==> config.mk <==
export PLATFORM = sky130hd
export DESIGN_NAME = alu_operand_stage
export DESIGN_NICKNAME = d
export VERILOG_FILES = /design/src/rtl/alu_operand_stage.sv
export SDC_FILE = /design/constraint.sdc
export NUM_CORES = 1
export LEC_CHECK = 0
export BUFFER_PORTS_ARGS = -buffer_cell sky130_fd_sc_hd__buf_2
export CELL_PAD_IN_SITES_DETAIL_PLACEMENT = 1
export CELL_PAD_IN_SITES_GLOBAL_PLACEMENT = 1
export CORE_MARGIN = 2
export CORE_UTILIZATION = 33
export CTS_CLUSTER_DIAMETER = 60
export DETAILED_ROUTE_END_ITERATION = 8
export PLACE_DENSITY = 0.82
export SYNTH_ARGS = -nofsm -noshare
export SYNTH_HDL_FRONTEND = slang
export SYNTH_SLANG_ARGS = --single-unit
==> constraint.sdc <==
create_clock -name clk_in -period 1.6 [get_ports clk_in]
set_input_delay 0.08 -clock clk_in [delete_from_list [all_inputs] [get_ports clk_in]]
set_output_delay 0.08 -clock clk_in [all_outputs]
set_load 0.1 [all_outputs]
==> src/rtl/alu_operand_stage.sv <==
// ID/EX operand stage: RV immediate decode, EX/MEM forwarding, operand A/B select,
// registered in a one-deep valid/ready pipeline slot with flush.
module alu_operand_stage #(
    parameter int unsigned XLEN = 32
) (
    input  logic            clk_in,
    input  logic            rst_n_in,
    input  logic            valid_in,
    output logic            ready_out,
    input  logic [31:0]     inst_in,
    input  logic [XLEN-1:0] pc_in,
    input  logic [XLEN-1:0] rs1_value_in,
    input  logic [XLEN-1:0] rs2_value_in,
    input  logic [2:0]      imm_fmt_in,
    input  logic [1:0]      a_sel_in,
    input  logic [1:0]      b_sel_in,
    input  logic [1:0]      fwd_a_in,
    input  logic [1:0]      fwd_b_in,
    input  logic [XLEN-1:0] ex_fwd_value_in,
    input  logic [XLEN-1:0] mem_fwd_value_in,
    input  logic            flush_in,
    output logic            valid_out,
    input  logic            ready_in,
    output logic [XLEN-1:0] op_a_out,
    output logic [XLEN-1:0] op_b_out,
    output logic [XLEN-1:0] rs2_store_out,
    output logic [XLEN-1:0] trace_imm
);

    logic signed [31:0] imm32;
    logic [XLEN-1:0]    imm_x;
    logic [XLEN-1:0]    rs1f, rs2f;
    logic [XLEN-1:0]    op_a_sel, op_b_sel;
    logic               accept, handoff;

    logic            valid_q, valid_d;
    logic [XLEN-1:0] op_a_q, op_a_d;
    logic [XLEN-1:0] op_b_q, op_b_d;
    logic [XLEN-1:0] rs2_q, rs2_d;
    logic [XLEN-1:0] imm_q, imm_d;

    always_comb begin
        imm32 = '0;
        case (imm_fmt_in)
            3'd0: imm32 = {{20{inst_in[31]}}, inst_in[31:20]};
            3'd1: imm32 = {{20{inst_in[31]}}, inst_in[31:25], inst_in[11:7]};
            3'd2: imm32 = {{19{inst_in[31]}}, inst_in[31], inst_in[7], inst_in[30:25],
                           inst_in[11:8], 1'b0};
            3'd3: imm32 = {inst_in[31:12], 12'h000};
            3'd4: imm32 = {{11{inst_in[31]}}, inst_in[31], inst_in[19:12], inst_in[20],
                           inst_in[30:21], 1'b0};
            default: imm32 = '0;
        endcase
    end

    // Signed source, so the size cast replicates inst[31] up to the full XLEN.
    assign imm_x = XLEN'(imm32);

    always_comb begin
        rs1f = rs1_value_in;
        rs2f = rs2_value_in;
        case (fwd_a_in)
            2'd1:    rs1f = ex_fwd_value_in;
            2'd2:    rs1f = mem_fwd_value_in;
            default: rs1f = rs1_value_in;
        endcase
        case (fwd_b_in)
            2'd1:    rs2f = ex_fwd_value_in;
            2'd2:    rs2f = mem_fwd_value_in;
            default: rs2f = rs2_value_in;
        endcase
    end

    always_comb begin
        op_a_sel = '0;
        op_b_sel = '0;
        case (a_sel_in)
            2'd0:    op_a_sel = rs1f;
            2'd1:    op_a_sel = pc_in;
            default: op_a_sel = '0;
        endcase
        case (b_sel_in)
            2'd0:    op_b_sel = rs2f;
            2'd1:    op_b_sel = imm_x;
            2'd2:    op_b_sel = XLEN'(3'd4);
            default: op_b_sel = '0;
        endcase
    end

    assign ready_out = !valid_q || ready_in;
    assign accept    = valid_in && ready_out;
    assign handoff   = valid_q && ready_in;

    always_comb begin
        valid_d = valid_q;
        op_a_d  = op_a_q;
        op_b_d  = op_b_q;
        rs2_d   = rs2_q;
        imm_d   = imm_q;
        if (flush_in) begin
            valid_d = 1'b0;
        end else if (accept) begin
            valid_d = 1'b1;
            op_a_d  = op_a_sel;
            op_b_d  = op_b_sel;
            rs2_d   = rs2f;
            imm_d   = imm_x;
        end else if (handoff) begin
            valid_d = 1'b0;
        end
    end

    always_ff @(posedge clk_in or negedge rst_n_in) begin
        if (!rst_n_in) begin
            valid_q <= 1'b0;
            op_a_q  <= '0;
            op_b_q  <= '0;
            rs2_q   <= '0;
            imm_q   <= '0;
        end else begin
            valid_q <= valid_d;
            op_a_q  <= op_a_d;
            op_b_q  <= op_b_d;
            rs2_q   <= rs2_d;
            imm_q   <= imm_d;
        end
    end

    assign valid_out     = valid_q;
    assign op_a_out      = op_a_q;
    assign op_b_out      = op_b_q;
    assign rs2_store_out = rs2_q;
    assign trace_imm     = imm_q;

endmodule

# Word level (Yosys, flattened, before mapping)
# Cells that the tools add are included.
[word_totals] register_bits=129 output_inout_bits=130 word_cells=34 input_bits=208
[classes] n_eq_ne=11 mux=8 bitwise=1 n_reduce_logical=9
[ops] op="case mux 32 bit (2 select lines)" count=3
[ops] op="case mux 32 bit (5 select lines)" count=1
[ops] op="case mux 32 bit (3 select lines)" count=1
[ops] op="== test 2 x 1 -> 1 bit, second input constant" count=4
[ops] op="== test 2 bit, second input constant" count=3
[ops] op="== test 3 x 2 -> 1 bit, second input constant" count=2
[ops] op="zero test 2 bit" count=2
[ops] op="== test 3 x 1 -> 1 bit, second input constant" count=1
[ops] op="== test 3 bit, second input constant" count=1
[ops] op="zero test 3 bit" count=1
[ops] op="two-way mux 1 bit" count=3
[ops] op="nonzero test 3 bit" count=1
[ops] op="logical AND 1 bit" count=2
[ops] op="AND reduction 2 bit" count=1
[ops] op="zero test 1 bit" count=1
[ops] op="logical OR 1 bit" count=1
[ops] op="NOT 1 bit" count=1

# Depth between registers and ports, before layout
[logic_depth] ltp_word=5 depth_mapped=9 ltp_nobuf=6

# Least setup slack after synthesis
# Ideal clock, no wire load.
[synth_timing] path_kind="register to register" start="reg valid_q (netlist: valid_out)" end="reg op_b_q[14] (netlist: op_b_out[14])" stages_incl_launch_ff=7 path_buffers=2 required_time_ns=1.474 setup_time_ns=0.126 arrival_time_ns=2.614 synth_period_minus_slack_ns=2.740 slack_ns=-1.140 path_cell_list="dfrtp_1 -> nor2b_4 -> inv_1 -> nand2_1 -> buf_6 -> buf_6 -> a221o_2"
[synth_via] elab_chain_cells=4
[synth_lines] element="from (decl)" line="36" source="logic valid_q, valid_d;"
[synth_lines] element="from (signal assigned)" line="121" source="valid_q <= valid_d;"
[synth_lines] element="zero test 1 bit" line="90" source="assign ready_out = !valid_q || ready_in;"
[synth_lines] element="logical OR 1 bit" line="90"
[synth_lines] element="net ready_out" line="9" source="output logic ready_out,"
[synth_lines] element="logical AND 1 bit" line="91" source="assign accept = valid_in && ready_out;"
[synth_lines] element="AND reduction 2 bit (no source line)"
[synth_lines] element="to (signal assigned)" line="123" source="op_b_q <= op_b_d;"
[synth_lines] element="to (decl)" line="38" source="logic [XLEN-1:0] op_b_q, op_b_d;"
# The timed path passes the listed nets, and every way through them passes these cells.
# A chain may end at the register's enable or synchronous reset.

# Final worst setup path
[layout_timing] start="reg valid_q (netlist: valid_out)" end="out ready_out"
[layout_via] elab_chain_cells=2
[layout_lines] element="zero test 1 bit" line="90"
[layout_lines] element="logical OR 1 bit" line="90"
[layout_lines] element="to (decl)" line="9"
# Every way passes these cells.

==> flow_summary.ini <==
[logic_synthesis]
yosys_warnings = 0
yosys.area_share.xor_xnor_pct = 0.129
synth-compound-area-share_pct = 28.4
yosysTopAreaCell = dfrtp_1
synth-simple-area-share_pct = 14.0
synth_top_family_by_area = compound AO/OA/AOI/OAI gates
synthMuxAreaShare_pct = 3.46
synth_nets = 956
netlist_area_um2 = 6790
ys_ff_latch = 129
synthAdderAreaFrac_pct = 0.903
syn_inst = 744
synth_cell_types = 42
synth_top_cell_area_share_pct = 47.5
async_reset_ff_share_pct = 100
yosysSeqAreaShare_pct = 47.5
avgSynthCellArea_um2 = 9.13
synth_ff_type = dfrtp_1
synth_edf_count = 0
synthTopCellsByArea = dfrtp_1, o21ai_0, nand2_1

[job]
cap_violations = 0

[cts]
clock_sinks = 129
clockBufferDepth = 2
clkLatencyLatePin_ps = 410
clk_pin_slew_ps = 60
cts_tree = done
htreeDepth = 4
cts_buffers = 17
cts_root_buf = clkbuf_16

[floorplan]
ios = 338
core-area_um2 = 20200
rows = 52
dieWidth_um = 147
fp.dieH_um = 147
dieArea_um2 = 21700
start_util_pct = 33.6

[pwr]
p_leak_nw = 5.16
ir_drop_mv = 0.710
powerDensity_nw_per_um2 = 1410

[final_layout]
fin_nets = 1336
fin_area_um2 = 10400
area_delta_synth_final_pct = 53.9
drive_gt1_share_pct = 41.3

[timing]
hold_violations = 0
clock.fmax_mhz = 606
tightestPinTransition_ps = 827
finalWorstSetupSlack_ps = -51.3
fin_crit_sh_pct = 103
finalMaxSlewViolations = 0
setup_viol = 34
rsz0062_at_grt = yes
skew_ps = 9.92
fin_crit_ps = 1650
max_slew_margin_pct = 44.9

[drt]
num_vias = 7791
ant_nets = 0
post_drt_via_cell_ratio = 5.52
wl_per_cell_um = 22.1
drt_wl_total_mm = 31.2
drc_errors = 0
first_pass_iters = 5
drt-initial-drc-count = 537

[global_route]
grt-ovfl-total = 0
grt_pass1_wl_mm = 46.2
antenna_found_initial = 5
grt_max_degree = 44
grt_use_total_pct = 27.5
first_global_vias = 8062

[placed_design]
port_buffers = 330
gp_congestion = 0.868
hpwl_mm = 22.3
place_ws_ps = -346
place_area_um2 = 9090

[worst_setup_path]
cp-end-kind = primary output
arrival_ps = 1570
crit_type = register to primary output
crit_fanout = 5
start_kind = register
crit_required_ps = 1520

[outcome]
status = finished, violations left
violations = negative setup slack

[min_path]
min-delay-path-class = primary input to register
[cell families (layout without fill, tap and decap cells)]
family | after synthesis | in the layout
other | 0 | 4
AO/OA/AOI/OAI | 304 | 304
multiplexers | 21 | 21
XOR/XNOR | 1 | 1
adder cells (fa/ha/maj) | 5 | 5
buffers and inverters | 79 | 472
flip-flops | 129 | 129
AND/OR/NAND/NOR | 205 | 205
[flip-flops by register name, indices dropped and copies added (netlist names)]
| name | flops |
|---|---|
| rs2_store_out | 32 |
| op_b_out | 32 |
| valid_out | 1 |
| trace_imm | 32 |
| op_a_out | 32 |
[worst max-delay path: stages, from the launching register on]
cell and delay, ps:
dfrtp_4 400, nor2b_4 230, clkinvlp_4 210, buf_6 160, buf_12 150
[cells in the mapped netlist, types with 2 or more instances]
library cell / n
buf_4: 5
a221o_2: 5
nor2b_1: 37
a221o_1: 28
o22ai_1: 8
o21ai_0: 118
mux2_2: 20
and3_1: 2
clkbuf_1: 38
a32oi_1: 4
ha_1: 4
a22o_1: 7
buf_6: 3
nand3_1: 2
inv_1: 8
nor3_1: 35
nor2_1: 21
o21ai_1: 6
buf_2: 21
a221oi_1: 33
o221ai_1: 4
and2_1: 2
a21oi_1: 73
nand2_1: 100
dfrtp_1: 129
a22oi_1: 12
o31ai_1: 3
buf_1: 2
[report_power, final]
part	internal, W	leakage (nW)	switching (W)
logic	0.00138	3.18	0.00513
clock network	0.00259	0.304	0.00156
registers	0.00376	1.67	0.000320
[placed cells by master, fill, tap and decap left out, types with 4 or more instances in the layout]
cell type      synthesis  routed
buf_6                  3       6
diode_2                0       4
o21ai_2                1       5
nor2_2                 0       4
a221o_2                5       5
o21ai_1                6      54
nand2_2                0       4
nor2_1                21      16
nand2_1              100      95
dfrtp_1              129     128
a32oi_1                4       4
clkbuf_16              0      21
o22ai_1                8       8
a221o_1               28      28
buf_12                 0      17
mux2_4                 0      19
o21ai_0              118      66
inv_1                  8       7
buf_2                 21     328
a22oi_1               12      12
o221ai_1               4       4
nor3_1                35      35
nor2b_1               37      37
a21oi_1               73      73
a22o_1                 7       7
dlygate4sd3_1          0      41
buf_4                  5      31
a221oi_1              33      33
[area by class of cell]
type	instances	area (um^2)
Antenna cell	4	10.0
Clock buffer	21	470
Clock inverter	11	151
Fill cell	2390	9790
Inverter	8	33.8
Multi-Input combinational cell	536	3320
Sequential cell	129	3230
Tap cell	270	338
Timing Repair Buffer	432	2890
[final timing paths]
check	from	endpoint	slack [ps]	cells past startpoint
setup reg to reg	valid_out$_DFFE_PN0P_	rs2_store_out[24]$_DFFE_PN0P_	-50	5
hold / removal	rs2_value_in[10]	rs2_store_out[10]$_DFFE_PN0P_	30	3
setup / recovery	valid_out$_DFFE_PN0P_	ready_out	-50	4
max in group asynchronous	rst_n_in	trace_imm[28]$_DFFE_PN0P_	860	3
min in group asynchronous	rst_n_in	trace_imm[12]$_DFFE_PN0P_	170	2
hold reg to reg	op_b_out[23]$_DFFE_PN0P_	op_b_out[23]$_DFFE_PN0P_	480	2
[stage by stage]
step | power (W) | std cells | utilization (%) | TNS, ps | hold WS [ps]
floorplan | 0.00882 | 744 | - | -73220 | -216
global placement | 0.0103 | 1322 | 44.9 | -2060 | 38.7
detailed placement | 0.0104 | 1322 | 44.9 | -3660 | 39.0
finish | 0.0147 | 1411 | 51.6 | -901 | 28.0
CTS | 0.0147 | 1401 | 50.7 | -644 | 7.71
global route | 0.0152 | 1409 | 51.6 | -7600 | 38.2
[routing by layer]
metal | vias to the layer above | routed length (um) | GRT usage, %
met5 | - | 13 | 0
met4 | 2 | 862 | 8.70
met1 | 3837 | 13000 | 35.9
met2 | 370 | 15100 | 45.7
met3 | 62 | 2200 | 6.17
li1 | 3520 | - | -
[timing repair]
| item | 4_1_cts | 5_1_grt |
|---|---|---|
| hold buffers | 41 | 0 |
| pin swaps | 3 | 1 |
| endpoints found under the setup margin | 48 | 111 |
| endpoints found under the hold margin | 155 | 0 |
| gates cloned | 1 | 5 |
| gates resized for setup | 33 | 34 |
| buffers inserted | 5 | 2 |
(Power assumes the default switching activity.)
